## src/rtl/bk_multiword_add_seq.sv

```systemverilog
// Wide add/subtract sequencer: pushes one 16-bit slice per cycle, LSB
// first, through a single 16-bit Brent-Kung adder. The slice carry is
// registered and fed back as the next slice's carry-in.

// 16-bit Brent-Kung parallel-prefix adder.
module brentkung (
    input  logic [15:0] a,
    input  logic [15:0] b,
    input  logic        cin,
    output logic [15:0] sum,
    output logic        carry_out
);
    logic [15:0] p;
    logic [15:0] g;
    logic [15:0] gp;

    // Prefix tree computed in place: up-sweep builds power-of-two group
    // (G,P) pairs, down-sweep fills the remaining prefixes. cin is folded
    // into bit 0's generate so g[i] ends up as the carry out of bit i.
    always_comb begin
        p  = a ^ b;
        g  = a & b;
        gp = a ^ b;
        g[0] = g[0] | (p[0] & cin);
        for (int lv = 0; lv < 4; lv++) begin
            for (int i = 0; i < 16; i++) begin
                if (((i + 1) % (2 << lv)) == 0) begin
                    g[i]  = g[i] | (gp[i] & g[i - (1 << lv)]);
                    gp[i] = gp[i] & gp[i - (1 << lv)];
                end
            end
        end
        for (int lv = 2; lv >= 0; lv--) begin
            for (int i = 0; i < 16; i++) begin
                if ((((i + 1) % (2 << lv)) == (1 << lv)) && (i >= (3 << lv) - 1)) begin
                    g[i]  = g[i] | (gp[i] & g[i - (1 << lv)]);
                    gp[i] = gp[i] & gp[i - (1 << lv)];
                end
            end
        end
    end

    assign sum       = p ^ {g[14:0], cin};
    assign carry_out = g[15];
endmodule

module bk_multiword_add_seq #(
    parameter int WORDS = 4,
    parameter int CNT_W = $clog2(WORDS)
) (
    input  logic                clk,
    input  logic                rst_n,
    input  logic                in_valid,
    output logic                in_ready,
    input  logic [16*WORDS-1:0] op_a,
    input  logic [16*WORDS-1:0] op_b,
    input  logic                sub,
    input  logic                cin_ext,
    output logic                out_valid,
    input  logic                out_ready,
    output logic [16*WORDS-1:0] result,
    output logic                carry_out,
    output logic                overflow
);
    localparam logic [CNT_W-1:0] LAST = CNT_W'(WORDS - 1);

    typedef enum logic [1:0] {IDLE, RUN, DONE} state_t;

    state_t state, state_nx;

    // Operands held as word arrays so the slice mux is a plain word select.
    logic [WORDS-1:0][15:0] a_r;
    logic [WORDS-1:0][15:0] b_r;
    logic [WORDS-1:0][15:0] res_q;
    logic                   c_r;
    logic [CNT_W-1:0]       idx;
    logic                   cout_q;
    logic                   ovf_q;

    logic                   accept;
    logic                   last;
    logic [15:0]            bk_sum;
    logic                   bk_cout;

    brentkung u_bk (
        .a         (a_r[idx]),
        .b         (b_r[idx]),
        .cin       (c_r),
        .sum       (bk_sum),
        .carry_out (bk_cout)
    );

    assign last = (state == RUN) && (idx == LAST);

    // State register; reset aborts any operation in flight.
    always_ff @(posedge clk or negedge rst_n) begin
        if (!rst_n) state <= IDLE;
        else        state <= state_nx;
    end

    // Next-state and handshake outputs; no accept while a result is held.
    always_comb begin
        state_nx  = state;
        in_ready  = 1'b0;
        out_valid = 1'b0;
        accept    = 1'b0;
        case (state)
            IDLE: begin
                in_ready = 1'b1;
                if (in_valid) begin
                    accept   = 1'b1;
                    state_nx = RUN;
                end
            end
            RUN: begin
                if (last) state_nx = DONE;
            end
            DONE: begin
                out_valid = 1'b1;
                if (out_ready) state_nx = IDLE;
            end
            default: state_nx = IDLE;
        endcase
    end

    // Datapath: capture operands on accept (B inverted and carry forced
    // to 1 for subtract), then write one result slice per RUN cycle.
    always_ff @(posedge clk or negedge rst_n) begin
        if (!rst_n) begin
            a_r    <= '0;
            b_r    <= '0;
            c_r    <= 1'b0;
            idx    <= '0;
            res_q  <= '0;
            cout_q <= 1'b0;
            ovf_q  <= 1'b0;
        end else if (accept) begin
            a_r <= op_a;
            b_r <= sub ? ~op_b : op_b;
            c_r <= sub | cin_ext;
            idx <= '0;
        end else if (state == RUN) begin
            res_q[idx] <= bk_sum;
            c_r        <= bk_cout;
            if (last) begin
                cout_q <= bk_cout;
                ovf_q  <= (a_r[WORDS-1][15] == b_r[WORDS-1][15]) &&
                          (bk_sum[15] != a_r[WORDS-1][15]);
            end else begin
                idx <= idx + 1'b1;
            end
        end
    end

    assign result    = res_q;
    assign carry_out = cout_q;
    assign overflow  = ovf_q;
endmodule

```

## config.mk

```make
export PLATFORM = sky130hd
export DESIGN_NAME = bk_multiword_add_seq
export DESIGN_NICKNAME = d
export VERILOG_FILES = /design/src/rtl/bk_multiword_add_seq.sv
export SDC_FILE = /design/constraint.sdc
export NUM_CORES = 1
export LEC_CHECK = 0
export CAP_MARGIN = 10
export CORE_UTILIZATION = 51
export DETAILED_ROUTE_END_ITERATION = 8
export GPL_ROUTABILITY_DRIVEN = 0
export PLACE_DENSITY = 0.8
export SLEW_MARGIN = 20
export SYNTH_ARGS = -nofsm -noshare
export SYNTH_HDL_FRONTEND = slang
export SYNTH_SLANG_ARGS = --single-unit
```

## constraint.sdc

```tcl
create_clock -name clk -period 5.1 [get_ports clk]
set_input_delay 1.02 -clock clk [delete_from_list [all_inputs] [get_ports clk]]
set_output_delay 1.02 -clock clk [all_outputs]
set_load 0.01 [all_outputs]
```

== Word level (Yosys, flattened, before mapping) ==
Cells that the tools add are included.
Operators by class
  add/sub/neg operators: 1
  equal/unequal tests: 9
  bitwise gates (word level): 71
  multiplexer cells: 21
  order comparisons: 2
  reductions and logical operators: 9
Operator list (count)
  binary-select mux 16 bit (select 2 bit): 2
  bitwise mux 64 bit: 1
  2-to-1 mux 64 bit: 1
  inverter 64 bit: 1
  2-to-1 mux 16 bit: 3
  bitwise AND 1 bit: 38
  demux 16 bit (select 2 bit): 1
  XOR 16 bit: 2
  bitwise OR 1 bit: 28
  bitwise AND 16 bit: 1
  2-to-1 mux 2 bit: 6
  inequality test 2 bit (second input constant): 4
  2-to-1 mux 1 bit: 6
  case mux 2 bit (3 select lines): 1
  AND reduction 3 bit: 2
  equality test 2 bit (second input constant): 2
  AND reduction 2 bit: 2
  logical AND 1 bit: 3
  less-than comparator 2 x 3 -> 1 bit (second input constant): 1
  adder 2 x 1 -> 2 bit (second input constant): 1
  equality test 2 x 1 -> 1 bit (second input constant): 1
  greater-or-equal comparator 2 x 1 -> 1 bit (second input constant): 1
  zero test 2 bit: 1
  nonzero test 2 bit: 1
  other kinds (3): 3
Word-level totals
  word-level logic and storage cells: 130
  register bits: 199
  output and inout port bits: 68

== Logic depth before layout (Yosys ltp) ==
Gate-level depths: netlist of the first run.
  word-level depth: 20
  depth in mapped cells: 17
  mapped depth without buffers: 15

== Hierarchy ==
A second synthesis of the first run with hierarchy kept.
Unflattened totals
  cell total of the unflattened synthesis: 697
  area, all modules: 9401.5 sq um
Modules (own cells, without submodules)
  bk_multiword_add_seq: seq. area each 4979.8 sq um, instances 1, area each 8739.6 sq um, cells an instance 624
  brentkung: seq. area each 0.0 sq um, instances 1, area each 661.9 sq um, cells an instance 73

== Worst setup path before layout of the first run ==
No wires, ideal clock.
  path kind: reg2reg
  start: reg idx[0]
  end: reg ovf_q (netlist: overflow)
  setup slack: 1278 ps
  clock period less this slack: 3822 ps
  buffers on the path: 2
  cell stages (with the launch flop): 18
  arrival time: 3739 ps
  library setup time: 83 ps
  cell sequence: dfrtp_1 -> buf_2 -> buf_2 -> mux4_2 -> inv_1 -> fa_1 -> inv_1 -> fa_1 -> a211oi_1 -> o21a_1 -> a211oi_1 -> nor2_1 -> o21ai_0 -> fa_1 -> xnor2_1 -> and3_1 -> nor2_1 -> o21ai_0
Between the ends
  word-level cells in the longest chain between the ends: 20
Ends and longest elaborated chain
  start, declared: line 76  | logic [CNT_W-1:0] idx;
  start signal, assigned: line 150  | idx <= idx + 1'b1;
  binary-select mux 16 bit (select 2 bit), on equally long branches: line 86, 87
  2-to-1 mux 16 bit, on equally long branches: line 86, 87
  XOR 16 bit: line 21, 23
  bitwise AND 1 bit: line 24  | g[0] = g[0] | (p[0] & cin);
  bitwise OR 1 bit: line 24
  bitwise AND 1 bit: line 28  | g[i] = g[i] | (gp[i] & g[i - (1 << lv)]);
  bitwise OR 1 bit: line 28
  bitwise AND 1 bit: line 28
  [4 not listed]
  bitwise OR 1 bit: line 36  | g[i] = g[i] | (gp[i] & g[i - (1 << lv)]);
  bitwise AND 1 bit: line 36
  bitwise OR 1 bit: line 36
  bitwise AND 1 bit: line 36
  bitwise OR 1 bit: line 36
  XOR 16 bit: line 43  | assign sum = p ^ {g[14:0], cin};
  inequality test 1 bit: line 148  | (bk_sum[15] != a_r[WORDS-1][15]);
  logical AND 1 bit: line 147  | ovf_q <= (a_r[WORDS-1][15] == b_r[WORDS-1][15]) &&
  end signal, assigned: line 147
  end, declared: line 78  | logic ovf_q;
Several ways; a longest one is shown, not always the timed one. The select of a mux whose other input is x is not followed.
A chain may end at the register's enable or synchronous reset.

== Worst setup path after layout of the first run ==
Ends and elaborated chain as after synthesis.

==> results of run 1 <==
==> where the power goes <==
group	internal (W)	switching, W	total [W]	leakage [nW]
Combinational	0.00238	0.00256	0.00495	2.28
Clock	0.000649	0.000630	0.00128	0.271
Sequential	0.00240	0.000494	0.00289	2.33
==> final cells by class <==
| class | instances | share of cell area [%] |
|---|---|---|
| Timing Repair Buffer | 207 | 17.58 |
| Multi-Input combinational cell | 484 | 33.12 |
| Sequential cell | 199 | 41.79 |
| Clock inverter | 14 | 0.9551 |
| Clock buffer | 18 | 3.684 |
| Inverter | 16 | 0.5038 |
| Tap cell | 225 | 2.361 |
==> how the worst min path moves through the flow <==
stage / start / cells after the start / slack (ns) / to
4_1_cts: result[43] / 2 / 0.49 / result[43]
5_1_grt: result[22] / 2 / 0.50 / result[22]
6_report: result[55] / 2 / 0.48 / result[55]
3_5_place_dp: result[43] / 2 / 0.47 / result[43]
3_3_place_gp: result[25] / 2 / 0.46 / result[25]
2_1_floorplan: a_r[32] / 1 / 0.48 / a_r[32]
==> flip-flops by register name, indices dropped and copies added (netlist names) <==
| name | flops |
|---|---|
| a_r | 64 |
| result | 64 |
| state | 2 |
| overflow | 1 |
| idx | 2 |
| b_r | 64 |
| carry_out | 1 |
| c_r | 1 |
==> per-stage QoR <==
stage	power (W)	hold WS [ns]	util [%]
3_3_place_gp	0.007675	0.4607	65.05
5_1_grt	0.009830	0.5028	68.21
6_report	0.009118	0.4810	68.21
4_1_cts	0.009180	0.4851	68.21
3_5_place_dp	0.007878	0.4688	65.05
2_1_floorplan	0.005994	0.4752	-
==> cells in the mapped netlist, types with 2 or more instances <==
| library cell | count | share of area, % |
|---|---|---|
| a211oi_1 | 2 | 0.16 |
| a21o_1 | 3 | 0.24 |
| a21oi_1 | 73 | 4.0 |
| a22o_1 | 3 | 0.29 |
| buf_2 | 27 | 1.5 |
| buf_6 | 2 | 0.24 |
| clkbuf_1 | 17 | 0.69 |
| dfrtp_1 | 199 | 54 |
| fa_1 | 9 | 2.0 |
| ha_1 | 18 | 2.4 |
| inv_1 | 16 | 0.65 |
| mux2_2 | 85 | 10 |
| mux4_2 | 32 | 7.8 |
| nand2_1 | 54 | 2.2 |
| nor2_1 | 70 | 2.9 |
| o211ai_1 | 2 | 0.16 |
| o21a_1 | 3 | 0.24 |
| o21ai_0 | 50 | 2.7 |
| xnor2_1 | 68 | 6.5 |
| xor2_1 | 3 | 0.29 |
==> logic make-up (layout without fill, tap and decap cells) <==
family,after synthesis,count (layout),share of synthesized area [%]
mux,117,117,18.21
simple gates,130,130,5.446
compound gates,139,139,8.027
flops,199,199,54.05
xor+xnor,71,71,6.750
buf+inv,63,255,3.110
fa+ha+maj,27,27,4.400
==> routing by layer <==
| layer | GRT usage (%) | up-vias |
|---|---|---|
| met5 | 0 | - |
| met1 | 32.47 | 3088 |
| met3 | 4.288 | 29 |
| met4 | 9.074 | 0 |
| li1 | - | 2932 |
| met2 | 39.20 | 193 |
==> worst reg2reg max path: stages (launching register included) <==
cell and delay [ns]:
dfrtp_2 0.62, buf_4 0.36, mux4_2 0.57, fa_1 0.45
a211oi_1 0.23, o21a_1 0.25, a211oi_1 0.12, nor2_1 0.18
o21ai_0 0.13, fa_1 0.39, xnor2_1 0.39, and3_1 0.22
nor2_1 0.04, o21ai_0 0.13
==> metrics.md, run 1 <==
| Metric | Value |
|---|---|
| Status | completed |
| CTS Root Cell | clkbuf_16 |
| Mapped Avg Cell Area | 12.35 µm² |
| Hold-fix buffers, CTS | 0 |
| Final setup fails | 0 |
| Slew HR | 31.55% |
| Post-route cell area | 11920 µm² |
| HPWL Detailed | 15010 µm |
| Site Rows | 48 |
| Final hold violation count | 0 |
| Critical path depth | 13 |
| Final min period | 4.182 ns |
| Wl on met1 | 8891 µm |
| Worst Path Buf+Inv | 1 |
| Die Wd | 136.4 µm |
| Top delay family on crit path | compound AO/OA/AOI/OAI gates |
| Netlist Area Pre-Place | 9213 µm² |
| DR iter-0 viols | 317 |
| Routed WL | 20730 µm |
| Via count | 6242 |
| Max cap viols | 0 |
| Area occupied by multi-input gates | 3949 µm² |
| FMAX | 0.2391 GHz |
| Placed cell areas | 11370 µm² |
| Post-Syn Instances | 746 |
| Vias per std cell | 5.367 |
| Skew final | 0.01106 ns |
| Initial antenna violation count | 0 |
| RR Startpoint | idx[0] |
| Core ar. | 17480 µm² |
| Post-synth ARST share | 100.0% |
| Post-CTS Setup Repair Bufs | 0 |
| Critical Path RT | 5.44 ns |
| Nets | 1086 |
| Diodes inserted | 0 |
| DRC Markers | 0 |
| Tcrit/Tclk final | 81.99% |
| CP max-delay cell | dfrtp_2 |
| GR Overflow Total | 0 |
| Final setup TNS | 0 ns |
| Arrival time at the worst endpoint | 4.52 ns |
| CP endpoint kind | flip-flop |
| Clock Latency Late Sink | 0.44 ns |
| Critical path fanouts, max | 13 |
| CTS H-tree depth | 4 |
| Maximum VDD drop | 509.8 µV |
| Vias in the first global route | 6233 |
| Syn Nets | 907 |
| CP max stage delay | 0.62 ns |
| Slew Limit Fails | 0 |
| Placed Cells | 1131 |
| Length of routed met2 wiring | 10380 µm |
| Clock transition at the registers of the reported paths | 0.07 ns |
| Gr usage total | 24.14% |
| Die area | 18610 µm² |
| Worst Hold Class | reg -> reg |
| Avg WL per Cell | 17.82 µm |
| Register area share after synthesis | 54.05% |
| Post-synth EDFFs | 0 |
| RSZ-0062 raised after global routing | no |
| Setup WS pre-CTS | 0.9037 ns |
| Top sig layer | met4 |
| CP endpoint | overflow |
| Worst setup margin | 0.9183 ns |
| Layout cells sized above 1 | 17.16% |
| FF-to-FF setup slack | 0.92 ns |
| YS warnings | 0 |
| CTS buffer count | 17 |
| Flops & latches, synth | 199 |
| Largest net degree at the start of global routing | 116 |
| Slew of the pin with the lowest slew margin | 1.027 ns |
| Power density over cell area | 764.8 nW/µm² |
| Most frequent cells in the layout | clkdlybuf4s50_1, dfrtp_1, mux2_2 |
| DRT Pass-1 Iters | 4 |
| Starting density of the core | 52.71% |
| Reg area | 4982 µm² |
| CP Launch Type | flip-flop |
| Y dimension of the die | 136.4 µm |
| Layout filler cell count | 1277 |
| Layout area overhead | 29.40% |
| CTS tree | built |
| DR WL met3 | 1053 µm |
| Synth cell types | 30 |
| Clock sinks | 199 |
| IO Pins | 202 |
| RR Endpoint | overflow |
| Clock tree buffer depth | 2 |
| Top_reg_cell synth | dfrtp_1 |
| First-pass GRT wire length | 33250 µm |
| Resize count post-CTS | 0 |
| Port Buf Inserts | 201 |
| Most common cell after layout, fill and taps aside | clkdlybuf4s50_1 |
| CP cell instances | buf_4 > mux4_2 > fa_1 > a211oi_1 > o21a_1 > a211oi_1 > nor2_1 > o21ai_0 > fa_1 > xnor2_1 > and3_1 > nor2_1 > o21ai_0 |
| Worst reg2reg path depth | 13 |
| Type of the worst setup path | reg -> reg |
| LEAKAGE | 4.882 nW |
| Antenna viol nets, final | 0 |
| Critical path origin | idx[0] |
| Post-route insts no fill | 1163 |
(Power assumes the default switching activity.)
==> run 2, diff against run 1 <==
==> constraint.sdc (replaced) <==
create_clock -name clk -period 4.3 [get_ports clk]
set_input_delay 0.86 -clock clk [delete_from_list [all_inputs] [get_ports clk]]
set_output_delay 0.86 -clock clk [all_outputs]
set_load 0.01 [all_outputs]
==> run 2 against run 1 <==
Register-to-register slack lost 0.50 ns. Combinational power grew 19%. Clock power grew 25%. Clock skew shrank 0.0026 ns. Flip-flop and latch count is the same. Design area grew 0.51%. Cell count grew 0.17%. Worst setup slack lost 0.50 ns. Wire length grew 1.1%. Sequential power grew 18%. Total power grew 20%. Sequential share of layout area shrank 0.21 points.
==> metrics.md, run 2 (synthesis gave the netlist of run 1 again) <==
| Metric | Value |
|---|---|
| Power density over cell area | 911.8 nW/µm² (was 764.8 nW/µm²) |
| Core ar. | 17480 µm² (unchanged) |
| GR Overflow Total | 0 (unchanged) |
| Avg WL per Cell | 17.99 µm (was 17.82 µm) |
| Sequential power share | 31.3% (was 31.7%) |
| Worst reg2reg path depth | 13 (unchanged) |
| Min-Delay Path Depth | 2 (unchanged) |
| DR iter-0 viols | 382 (was 317) |
| FMAX | 0.2575 GHz (was 0.2391 GHz) |
| Clock power frac | 14.6% (was 14.0%) |
| Post-CTS Setup Repair Bufs | 0 (unchanged) |
| Tcrit/Tclk final | 90.31% (was 81.99%) |
| Nets | 1088 (was 1086) |
| Most frequent cells in the layout | clkdlybuf4s50_1, dfrtp_1, mux2_2 (unchanged) |
| Hold wc startpoint | result[50] (was result[55]) |
| Slew HR | 30.60% (was 31.55%) |
| Diodes inserted | 0 (unchanged) |
| Most common cell after layout, fill and taps aside | clkdlybuf4s50_1 (unchanged) |
| HPWL Detailed | 15390 µm (was 15010 µm) |
| Final setup fails | 0 (unchanged) |
| Hold path endpoint | result[50] (was result[55]) |
| Power Total | 0.01093 W (was 0.009118 W) |
| Int Pwr | 0.006614 W (was 0.005430 W) |
| LEAKAGE | 4.918 nW (was 4.882 nW) |
| DRT Pass-1 Iters | 4 (unchanged) |
| Switching Share | 39.46% (was 40.45%) |
| Max cap viols | 0 (unchanged) |
| Hold-fix buffers, CTS | 0 (unchanged) |
| Site Rows | 48 (unchanged) |
| CTS buffer count | 17 (unchanged) |
| RR Startpoint | idx[0] (unchanged) |
| Critical Path RT | 4.63 ns (was 5.44 ns) |
| Antenna viol nets, final | 0 (unchanged) |
| Layout cells sized above 1 | 17.23% (was 17.16%) |
| FF-to-FF setup slack | 0.42 ns (was 0.92 ns) |
| Port Buf Inserts | 201 (unchanged) |
| Initial antenna violation count | 0 (unchanged) |
| Final hold violation count | 0 (unchanged) |
| Skew final | 0.008486 ns (was 0.01106 ns) |
| RR Endpoint | overflow (unchanged) |
| NetSw | 0.004312 W (was 0.003688 W) |
| Critical path fanouts, max | 11 (was 13) |
| Clock sinks | 199 (unchanged) |
| Starting density of the core | 52.71% (unchanged) |
| IO Pins | 202 (unchanged) |
| Vias per std cell | 5.347 (was 5.367) |
| Slew Limit Fails | 0 (unchanged) |
| Largest net degree at the start of global routing | 115 (was 116) |
| CTS tree | built (unchanged) |
| CP endpoint kind | flip-flop (unchanged) |
| Placed Cells | 1133 (was 1131) |
| CTS H-tree depth | 4 (unchanged) |
| Logic gate share of total power | 54.1% (was 54.2%) |
| Via count | 6229 (was 6242) |
| Resize count post-CTS | 0 (unchanged) |
| Final min period | 3.883 ns (was 4.182 ns) |
| Clock Latency Late Sink | 0.43 ns (was 0.44 ns) |
| Y dimension of the die | 136.4 µm (unchanged) |
| CP Launch Type | flip-flop (unchanged) |
| Final setup TNS | 0 ns (unchanged) |
| Maximum VDD drop | 505.3 µV (was 509.8 µV) |
| Vias in the first global route | 6252 (was 6233) |
| Slew of the pin with the lowest slew margin | 1.041 ns (was 1.027 ns) |
| Clock transition at the registers of the reported paths | 0.07 ns (about the same) |
| Worst Hold Class | reg -> reg (unchanged) |
| Status | completed (unchanged) |
| Gr usage total | 24.31% (was 24.14%) |
| DRC Markers | 0 (unchanged) |
| Die area | 18610 µm² (unchanged) |
| CTS Root Cell | clkbuf_16 (unchanged) |
| Arrival time at the worst endpoint | 4.21 ns (was 4.52 ns) |
| First-pass GRT wire length | 33420 µm (was 33250 µm) |
| Clock tree buffer depth | 2 (unchanged) |
| Die Wd | 136.4 µm (unchanged) |
| Post-route insts no fill | 1165 (was 1163) |
| Layout area overhead | 30.07% (was 29.40%) |
| Routed WL | 20960 µm (was 20730 µm) |
| RSZ-0062 raised after global routing | no (unchanged) |
| Type of the worst setup path | reg -> reg (unchanged) |
[run 2: changes by cell type in the layout (fill, tap and decap cells not counted), moves of 2 or more]
cell / before / now
buf_4: 4 / 6
bufinv_16: 0 / 2
clkbuf_1: 0 / 2
clkbuf_8: 2 / 4
inv_6: 4 / 2
inv_8: 2 / 0
[run 2: cell type report]
class	count	area, µm²
Tap cell	225	281.5
Clock inverter	10	117.6
Timing Repair Buffer	209	2111
Multi-Input combinational cell	484	3956
Fill cell	1267	5494
Clock buffer	22	474.2
Sequential cell	199	4982
Inverter	16	60.06
[run 2: how the worst max path moves through the flow]
stage | startpoint | endpoint | slack, ns | depth (start not counted)
6_report | idx[0] | overflow | 0.42 | 13
5_1_grt | idx[0] | overflow | 0.16 | 13
4_1_cts | idx[0] | overflow | 0.21 | 13
3_5_place_dp | idx[0] | overflow | 0.28 | 13
3_3_place_gp | idx[0] | overflow | 0.41 | 13
2_1_floorplan | idx[0] | overflow | 0.48 | 17
[run 2: worst max-delay path, stage by stage, from the launching register on]
cell and delay (ns):
dfrtp_2 0.44, buf_4 0.26, mux4_2 0.55, fa_1 0.47, a211oi_1 0.23, o21a_1 0.25
a211oi_1 0.12, nor2_1 0.20, o21ai_0 0.13, fa_1 0.42, xnor2_2 0.30, and3_1 0.20
nor2_1 0.04, o21ai_0 0.17
[run 2: power groups by stage]
stage	logic, W	registers [W]	clock network (W)
after CTS	0.00595	0.00342	0.00162
after floorplan	0.00374	0.00337	0
after global placement	0.00572	0.00340	0
after global routing	0.00655	0.00352	0.00170
final	0.00591	0.00342	0.00160
after detailed placement	0.00588	0.00345	0
[run 2: routing by layer]
metal	vias to the layer above	track usage, %	routed length (µm)
met1	3103	33.06	8929
met5	-	0	0
met2	176	39.48	10670
li1	2934	-	-
met3	16	5.183	1101
met4	0	6.728	261
[run 2: per-stage QoR]
step           setup slack [ns]  hold slack [ns]  util, %  area (µm²)
6_report                 0.4167           0.4802    68.56       11980
5_1_grt                  0.1568           0.5023    68.56       11980
4_1_cts                  0.2062           0.4855    68.52       11980
3_5_place_dp             0.2808           0.4714    65.13       11380
3_3_place_gp             0.4070           0.4599    65.13       11380
2_1_floorplan            0.4781           0.4752        -        9213
==> run 3, diff against run 2 <==
--- a/config.mk
+++ b/config.mk
@@ -10,6 +10,7 @@
 export DETAILED_ROUTE_END_ITERATION = 8
 export GPL_ROUTABILITY_DRIVEN = 0
 export PLACE_DENSITY = 0.8
+export SETUP_SLACK_MARGIN = 0.5
 export SLEW_MARGIN = 20
 export SYNTH_ARGS = -nofsm -noshare
 export SYNTH_HDL_FRONTEND = slang
==> run 3 against run 2 <==
Largest cell class unchanged. Hold slack got worse by 0.14 ns. Utilization rose by 0.21 points. Design area rose by 0.30%. Critical endpoint unchanged. Highest routed layer unchanged.
==> metrics.md, run 3 (synthesis gave the netlist of run 1 again) <==
| Metric | Value |
|---|---|
| RSZ-0062 raised after global routing | no (unchanged) |
| Vias in the first global route | 6414 (was 6252) |
| CTS H-tree depth | 4 (unchanged) |
| Routed WL | 21450 µm (was 20960 µm) |
| Layout filler cell count | 1269 (was 1267) |
| Worst Hold Class | in -> async (was reg -> reg) |
| CTS tree | built (unchanged) |
| CP max-delay cell | mux4_2 (unchanged) |
| Min Hold Slack | 0.3426 ns (was 0.4802 ns) |
| CTS Root Cell | clkbuf_16 (unchanged) |
| Reg area | 4982 µm² (unchanged) |
| Antenna viol nets, final | 0 (unchanged) |
| GR Overflow Total | 0 (unchanged) |
| Slew Limit Fails | 0 (unchanged) |
| FMAX | 0.2757 GHz (was 0.2575 GHz) |
| Y dimension of the die | 136.4 µm (unchanged) |
| DRC Markers | 0 (unchanged) |
| CP cell instances | mux4_2 > inv_1 > fa_1 > inv_1 > fa_1 > a211oi_2 > o21a_2 > a211oi_1 > nor2_1 > o21ai_0 > fa_1 > xnor2_2 > and3_1 > nor2_1 > o21ai_0 (was buf_4 > mux4_2 > fa_1 > a211oi_1 > o21a_1 > a211oi_1 > nor2_1 > o21ai_0 > fa_1 > xnor2_2 > and3_1 > nor2_1 > o21ai_0) |
| Hold-fix buffers, CTS | 0 (unchanged) |
| Layout area overhead | 30.46% (was 30.07%) |
| Critical Path RT | 4.62 ns (was 4.63 ns) |
| Maximum VDD drop | 642.7 µV (was 505.3 µV) |
| Type of the worst setup path | reg -> reg (unchanged) |
| CP Launch Type | flip-flop (unchanged) |
| Layout cells sized above 1 | 17.76% (was 17.23%) |
| Tcrit/Tclk final | 84.36% (was 90.31%) |
| Clock sinks | 199 (unchanged) |
| Core ar. | 17480 µm² (unchanged) |
| Arrival time at the worst endpoint | 3.95 ns (was 4.21 ns) |
| Final setup TNS | 0 ns (unchanged) |
| Avg WL per Cell | 18.32 µm (was 17.99 µm) |
| Final setup fails | 0 (unchanged) |
| Nets | 1094 (was 1088) |
| DR WL met3 | 1055 µm (was 1101 µm) |
| Final min period | 3.628 ns (was 3.883 ns) |
| CP max stage delay | 0.51 ns (was 0.55 ns) |
| Skew final | 0.008931 ns (was 0.008486 ns) |
| CTS buffer count | 17 (unchanged) |
| Starting density of the core | 52.71% (unchanged) |
| Diodes inserted | 0 (unchanged) |
| LEAKAGE | 4.918 nW (about the same) |
| Clock tree buffer depth | 2 (unchanged) |
| Critical path fanouts, max | 5 (was 11) |
| Gr usage total | 24.58% (was 24.31%) |
| CP endpoint kind | flip-flop (unchanged) |
| Vias per std cell | 5.389 (was 5.347) |
| Wl on met1 | 9294 µm (was 8929 µm) |
| Largest net degree at the start of global routing | 100 (was 115) |
| Initial antenna violation count | 0 (unchanged) |
| Site Rows | 48 (unchanged) |
| Slew HR | 28.54% (was 30.60%) |
| IO Pins | 202 (unchanged) |
| First-pass GRT wire length | 33950 µm (was 33420 µm) |
| DRT Pass-1 Iters | 5 (was 4) |
| DR iter-0 viols | 323 (was 382) |
| Die area | 18610 µm² (unchanged) |
| Slew of the pin with the lowest slew margin | 1.069 ns (was 1.041 ns) |
| Area occupied by multi-input gates | 3963 µm² (was 3956 µm²) |
| Most common cell after layout, fill and taps aside | clkdlybuf4s50_1 (unchanged) |
| Top sig layer | met4 (unchanged) |
| Clock Latency Late Sink | 0.43 ns (about the same) |
| HPWL Detailed | 15770 µm (was 15390 µm) |
| Most frequent cells in the layout | clkdlybuf4s50_1, dfrtp_1, mux2_2 (unchanged) |
| Port Buf Inserts | 201 (unchanged) |
| Final hold violation count | 0 (unchanged) |
| Most used cell, CP | fa_1 |
| Max cap viols | 0 (unchanged) |
| Length of routed met2 wiring | 10720 µm (was 10670 µm) |
| Status | completed (unchanged) |
| Die Wd | 136.4 µm (unchanged) |
| Power density over cell area | 919.5 nW/µm² (was 911.8 nW/µm²) |
| Via count | 6310 (was 6229) |
| Clock transition at the registers of the reported paths | 0.07 ns (about the same) |
run 3: cell count changes in the layout (fill, tap and decap cells not counted), moves of 2 or more:
cell / previous run / this run
clkbuf_8: 4 / 2
clkbuf_1: 2 / 4
buf_4: 6 / 9
clkinv_2: 3 / 1
clkinvlp_4: 1 / 5
run 3: final cells by class:
type	count	area share [%]
tap	225	2.342
inverter	16	0.4997
clock buffer	22	3.779
clock inverter	10	0.8224
timing repair buffer	215	18.13
sequential	199	41.45
multi-input combinational	484	32.97
run 3: path summary, 6_finish.rpt:
path | to | slack [ns] | cells past startpoint | startpoint
worst max-delay path | overflow | 0.67 | 15 | idx[0]
worst min-delay path | result[44] | 0.34 | 1 | rst_n
worst max register to register | overflow | 0.67 | 15 | idx[0]
worst min register to register | result[13] | 0.48 | 2 | result[13]
max in group asynchronous | idx[0] | 2.81 | 2 | rst_n
min in group clk | result[13] | 0.48 | 2 | result[13]
run 3: metal layers:
metal | global-route usage [%] | up-vias
li1 | - | 2948
met1 | 32.90 | 3127
met2 | 40.81 | 207
met3 | 4.213 | 28
met4 | 7.963 | 0
met5 | 0 | -
run 3: worst max-delay path: cells and delay by family, from the launching register on:
family / cells / cell delay [ns]
AND/OR/NAND/NOR: 3 / 0.40
adder cells (fa/ha/maj): 3 / 1.01
XOR/XNOR: 1 / 0.22
buffers and inverters: 2 / 0.15
flip-flops: 1 / 0.45
multiplexers: 1 / 0.51
AO/OA/AOI/OAI: 5 / 0.78
run 3: repair_timing:
action,CTS,global route
gates resized for setup,3,3
setup endpoints to repair,1,6
hold endpoints to repair,0,0
pin swaps,0,1
buffers inserted,0,3
run 3: stage by stage:
step | cell area (µm²) | power [W] | setup WS, ns | utilization [%] | cells
3_5_place_dp | 11420 | 0.009382 | 0.3731 | 65.34 | 1136
3_3_place_gp | 11420 | 0.009148 | 0.4286 | 65.34 | 1136
4_1_cts | 11980 | 0.01098 | 0.5507 | 68.57 | 1168
6_report | 12020 | 0.01105 | 0.6725 | 68.77 | 1171
5_1_grt | 12020 | 0.01185 | 0.4920 | 68.77 | 1171
2_1_floorplan | 9215 | 0.007112 | 0.5399 | - | 746
run 3: where the power goes:
part / internal (W) / switching, W
registers: 0.00285 / 0.000553
logic: 0.00297 / 0.00317
clock network: 0.000817 / 0.000697
